$ cat config.mk
export PLATFORM = sky130hd
export DESIGN_NAME = sensor_filter
export DESIGN_NICKNAME = d
export VERILOG_FILES = /design/src/rtl/sensor_pkg.sv /design/src/rtl/sensor_filter_ch.sv /design/src/rtl/sensor_filter.sv
export SDC_FILE = /design/constraint.sdc
export NUM_CORES = 1
export LEC_CHECK = 0
export BUFFER_PORTS_ARGS = -buffer_cell sky130_fd_sc_hd__buf_2
export CORE_AREA = 2 2 55 57
export CTS_BUF_LIST = sky130_fd_sc_hd__clkbuf_8
export DETAILED_ROUTE_END_ITERATION = 10
export DIE_AREA = 0 0 57 59
export PLACE_DENSITY = 0.44
export SLEW_MARGIN = 10
export SYNTH_ARGS = -nofsm -noshare
export SYNTH_HDL_FRONTEND = slang
export SYNTH_SLANG_ARGS = --single-unit
$ cat constraint.sdc
create_clock -name clk -period 1.6 [get_ports clk]
set_clock_uncertainty 0.15 [all_clocks]
set_input_delay 0.16 -clock clk [delete_from_list [all_inputs] [get_ports clk]]
set_output_delay 0.16 -clock clk [all_outputs]
set_load 0.1 [all_outputs]
$ cat src/rtl/sensor_pkg.sv
// Shared constants for the line-sensor front end: channel map and filter defaults.
// Controllers index sensor_out with the SENSOR_* constants.
package sensor_pkg;

  localparam int N_SENSORS = 3;

  localparam int SENSOR_L = 2;
  localparam int SENSOR_M = 1;
  localparam int SENSOR_R = 0;

  localparam int DEF_SYNC_STAGES   = 2;
  localparam int DEF_STABLE_CYCLES = 4;

  // A one-cycle debounce still needs a counter bit to keep the datapath uniform.
  function automatic int cnt_width(input int stable_cycles);
    return (stable_cycles > 1) ? $clog2(stable_cycles) : 1;
  endfunction

endpackage

$ cat src/rtl/sensor_filter_ch.sv
// One conditioned channel: synchroniser chain, debounce counter, filtered level
// and registered rise/fall pulses.
module sensor_filter_ch
  import sensor_pkg::*;
#(
  parameter int SYNC_STAGES   = DEF_SYNC_STAGES,
  parameter int STABLE_CYCLES = DEF_STABLE_CYCLES
) (
  input  logic clk,
  input  logic reset,
  input  logic din,
  output logic dout,
  output logic rise,
  output logic fall,
  output logic accept
);

  localparam int CNT_W = cnt_width(STABLE_CYCLES);
  localparam logic [CNT_W-1:0] CNT_MAX = CNT_W'(STABLE_CYCLES - 1);

  logic [SYNC_STAGES-1:0] sync;
  logic [CNT_W-1:0]       cnt;
  logic                   s;

  assign s = sync[SYNC_STAGES-1];

  // Exposed unregistered so the top can register its OR in the same edge as rise/fall.
  assign accept = (s != dout) && (cnt == CNT_MAX);

  // NOTE: all state uses non-blocking assignments so every flop samples pre-edge values.
  always_ff @(posedge clk) begin
    if (reset) begin
      sync <= '0;
      cnt  <= '0;
      dout <= 1'b0;
      rise <= 1'b0;
      fall <= 1'b0;
    end else begin
      sync <= {sync[SYNC_STAGES-2:0], din};
      rise <= 1'b0;
      fall <= 1'b0;
      if (s == dout) begin
        cnt <= '0;
      end else if (cnt == CNT_MAX) begin
        dout <= s;
        cnt  <= '0;
        rise <= s;
        fall <= ~s;
      end else begin
        cnt <= cnt + CNT_W'(1);
      end
    end
  end

endmodule

$ cat src/rtl/sensor_filter.sv
// Multi-channel input conditioner: N_CH independent synchronise+debounce channels
// plus a registered "any edge" flag for the line-following controller.
module sensor_filter
  import sensor_pkg::*;
#(
  parameter int N_CH          = N_SENSORS,
  parameter int SYNC_STAGES   = DEF_SYNC_STAGES,
  parameter int STABLE_CYCLES = DEF_STABLE_CYCLES
) (
  input  logic            clk,
  input  logic            reset,
  input  logic [N_CH-1:0] sensor_in,
  output logic [N_CH-1:0] sensor_out,
  output logic [N_CH-1:0] rise,
  output logic [N_CH-1:0] fall,
  output logic            changed
);

  logic [N_CH-1:0] accept;

  for (genvar i = 0; i < N_CH; i++) begin : g_ch
    sensor_filter_ch #(
      .SYNC_STAGES  (SYNC_STAGES),
      .STABLE_CYCLES(STABLE_CYCLES)
    ) u_ch (
      .clk   (clk),
      .reset (reset),
      .din   (sensor_in[i]),
      .dout  (sensor_out[i]),
      .rise  (rise[i]),
      .fall  (fall[i]),
      .accept(accept[i])
    );
  end

  // Same-edge registration keeps changed aligned with the per-channel pulses.
  always_ff @(posedge clk) begin
    if (reset) begin
      changed <= 1'b0;
    end else begin
      changed <= |accept;
    end
  end

endmodule

== After elaboration in Yosys (flattened, before gate mapping) ==
Index checks and enable logic that the tools add are counted.
Storage, ports and cells
  input port bits: 5
  flip-flop bits (word level): 22
  logic and storage cells: 50
Cells by class
  reductions and logical operators: 13
  $add $sub $neg: 3
  equal/unequal tests: 9
  bitwise operators: 9
Operator list (number)
  3-bit OR reduction: 7
  1-bit NOT: 9
  2-bit by 1-bit adder with 2-bit output, second input constant: 3
  2-bit == test, second input constant: 3
  2-bit AND reduction: 3
  1-bit == test: 3
  1-bit logical AND: 3
  1-bit inequality test: 3

== Longest topological paths before layout ==
  word-level depth: 3
  gate-level depth with buffers: 3
  mapped depth without buffers: 3

== By module ==
From an unflattened synthesis, not the netlist that was laid out.
Second synthesis, totals
  cell total of the unflattened synthesis: 60
  area, all modules: 745.7 um^2
By module, submodules not included
  sensor_filter_ch: sequential area each 140.1 um^2, cells each 19, instances 3, area an instance 239.0 um^2
  sensor_filter: sequential area each 20.0 um^2, cells each 3, instances 1, area an instance 28.8 um^2

== Worst setup path after synthesis ==
Ideal clock, no wire load.
  path kind: reg2out
  start point: reg changed
  end point: out changed
  path buffers: 0
  cell stages (with the launch flop): 1
  required time: 1.290 ns
  slack: 0.381 ns
  arrival time: 0.909 ns
  cell sequence: dfxtp_1
RTL lines
  from (decl): RTL line sensor_filter.sv:16  | output logic changed
  from (signal assigned): RTL line sensor_filter.sv:41  | changed <= |accept;
No word-level cell between the ends.

== Worst setup path in the final report ==
  start point: reg g_ch[1].u_ch.dout
  end point: out sensor_out[1]
RTL lines
  from (decl): RTL line sensor_filter_ch.sv:12  | output logic dout,
  from (signal assigned): RTL line sensor_filter_ch.sv:45  | dout <= s;
  to (decl): RTL line sensor_filter.sv:13  | output logic [N_CH-1:0] sensor_out,
No word-level cell between the ends.

==> metrics.yaml <==
layout:
  final_cells: 108
  drive_gt1_share_pct: 27.3
  fill_cells: 299
  areaGrowthSynthToFinish_pct: 14.7
  nets: 86
  num_antenna_cells: 0
  stdcell_area_um2: 918
worst_setup_path:
  path_delay_family: "buffers and inverters"
  path_class: "reg -> out"
  crit_path_max_fanout: 3
  worstPathRequired_ns: 1.29
  cp-start-kind: "register"
  cp.depth: 1
  worst_path_max_delay_cell: "buf_2"
  crit_path_end_kind: "output pin"
  r2r_cells: 3
  worst-path-buf-inv: 1
  arrival_ns: 1.11
  critPathMaxStageDelay_ns: 0.45
  crit_path_cell_trace: "buf_2"
clock_tree:
  cts_resized: 0
  cts_tree: "done"
  insertion_delay_ns: 0.25
  cts.clk_slew.worst_paths_ns: 0.07
  cts_setup_buffers: 0
  cts_buffer_depth: 2
  cts_root_buf: "clkbuf_8"
  numCtsBuffers: 3
  htree_levels: 1
  clock_sinks: 22
run_status:
  outcome: "finished, final reports clean"
placement:
  port_buffers: 14
  dp_hpwl_um: 734
  placed_cell_area_um2: 833
  place_congestion: 0.648
  dp_cells: 101
die:
  die_h_um: 59
  core_area_um2: 2710
  rows: 19
  dieArea_um2: 3360
  die_w_um: 57
  initial_core_util_pct: 29.5
  io_pins: 15
timing:
  fin_setup_tns_ns: 0
  hold_viol: 0
  finalSetupViolCount: 0
  slew_headroom_pct: 67.8
  max_freq_mhz: 705
  worst_pin_slew_ns: 0.487
  timing_max_transition_violations_final: 0
  fin_crit_sh_pct: 88.7
  rsz0062_at_grt: "no"
  whs_ns: 0.147
  min_period_ns: 1.42
routing:
  vias_per_cell: 4.38
  drc: 0
  drt-pass1-iter-count: 3
  wl_um: 1040
  dr_total_vias: 473
  drtIter0Drc: 6
  routedWlPerCell_um: 9.59
  drtAntennaViolNets: 0
power:
  p_leak_nw: 0.390
  powerDensity_nw_per_um2: 1060
  irDropWorstVdd_mv: 0.525
  pwr-share-seq_pct: 57.6
  sw_frac_of_total_pct: 18.8
  switchingPower_mw: 0.184
  internal_power_mw: 0.792
  pwr-share-comb_pct: 3.2
  clkPwrFrac_pct: 39.2
synthesis:
  synth_cells: 67
  synth_compound_area_share_pct: 1.09
  yosysTopAreaCell: "dfxtp_1"
  ys_seq_area_share_pct: 55.0
  synth_xor_area_share_pct: 5.16
  synth.avg_cell_area_um2: 12.0
  mappedNetlistArea_um2: 801
  ys_seq_elements: 22
  synthMuxAreaShare_pct: 3.75
  synth.net_count: 75
  synth_fa_ha_area_share_pct: 4.69
  synthTopCellsByArea: "dfxtp_1 (55%), buf_4 (8.4%), ha_1 (4.7%)"
  netlist.area_leader.share_pct: 55.0
  yosys.area_share.simple_pct: 20.8
  synth_top_family_by_area: "simple AND/OR/NAND/NOR gates"
  ys_types: 19
  yosys_warnings: 0
grt:
  grt_pass1_wl_um: 1860
  grt_pass1_vias: 447
  track_usage_pct: 7.29
  grt_max_degree: 22
  grt_overflow_total: 0
  antenna_found_initial: 0
hold_path:
  holdPathStages: 2
  min_path_type: "in -> reg"
flow_run:
  drv_cap: 0
## sequential cells by signal (all words and copies together) (netlist names)
| register | count |
|---|---|
| g_ch.u_ch.dout | 3 |
| g_ch.u_ch.sync | 6 |
| g_ch.u_ch.cnt | 6 |
| g_ch.u_ch.fall | 3 |
| g_ch.u_ch.rise | 3 |
| changed | 1 |
## Yosys cell counts (all sizes together)
| cell | number |
|---|---|
| nor4 | 3 |
| and2 | 1 |
| and2b | 1 |
| nor2b | 6 |
| clkbuf | 1 |
| and3 | 1 |
| dfxtp | 22 |
| a211o | 1 |
| ha | 3 |
| nor3b | 2 |
| buf | 10 |
| nor4b | 4 |
| nor4bb | 2 |
| xnor2 | 3 |
| mux2i | 3 |
| nor2 | 4 |
## metrics by stage
stage | worst slack (ns) | power, mW | utilization (%)
after floorplan | 0.381 | 0.593 | -
after global placement | 0.364 | 0.601 | 30.7
after detailed placement | 0.347 | 0.602 | 30.7
after CTS | 0.165 | 0.993 | 33.9
after global routing | 0.127 | 1.02 | 33.9
final | 0.181 | 0.976 | 33.9
## cell type report
type	instances	area [µm²]	share of cell area (%)
sequential	22	440	48.0
multi-input combinational	34	284	30.9
tap	31	38.8	4.22
timing repair buffer	17	100	10.9
clock buffer	4	55.1	5.99
## worst register-to-register path: stages, from the launching register on
cell,delay (ns)
dfxtp_1,0.32
ha_1,0.24
nor3b_2,0.18
a211o_1,0.27
## cells in the final DEF, fill, tap and decap left out, drive strengths merged
cell type,instances
xnor2,3
clkbuf,4
nor2b,6
nor4b,4
nor2,4
and2b,1
nor3b,2
dlygate4sd3,3
buf,14
mux2i,3
nor4,3
nor4bb,2
and2,1
a211o,1
ha,3
dfxtp,22
and3,1
## power by group through the flow
stage	clock network, mW	registers (mW)	logic [mW]
3_5_place_dp	0	0.575	0.0268
5_1_grt	0.422	0.563	0.0354
6_report	0.382	0.562	0.0317
4_1_cts	0.398	0.562	0.0323
3_3_place_gp	0	0.575	0.0262
2_1_floorplan	0	0.574	0.0193
## cell families (layout without fill, tap and decap cells)
group / count (synthesis) / in the layout
compound gates: 1 / 1
xor+xnor: 3 / 3
fa+ha+maj: 3 / 3
buf+inv: 11 / 21
flops: 22 / 22
mux: 3 / 3
simple gates: 24 / 24
## repair_timing
item                       CTS  global route
setup endpoints to repair    0             0
hold endpoints to repair     3             0
hold buffers                 3             0
## worst paths after layout
kind              slack, ns                 from                   to
hold reg to reg        0.28  g_ch[2].u_ch.cnt[0]  g_ch[2].u_ch.cnt[0]
hold / removal         0.15                reset    g_ch[1].u_ch.dout
setup reg to reg       0.33  g_ch[1].u_ch.cnt[0]              changed
setup / recovery       0.18    g_ch[1].u_ch.dout        sensor_out[1]
## metal layers
| layer | GRT usage, % | routed length [µm] |
|---|---|---|
| met1 | 8.42 | 511 |
| met2 | 11.3 | 458 |
| met3 | 2.62 | 52 |
| met4 | 4.98 | 13 |
| met5 | 0 | 0 |
No activity file was read; power rests on OpenSTA's default activity.
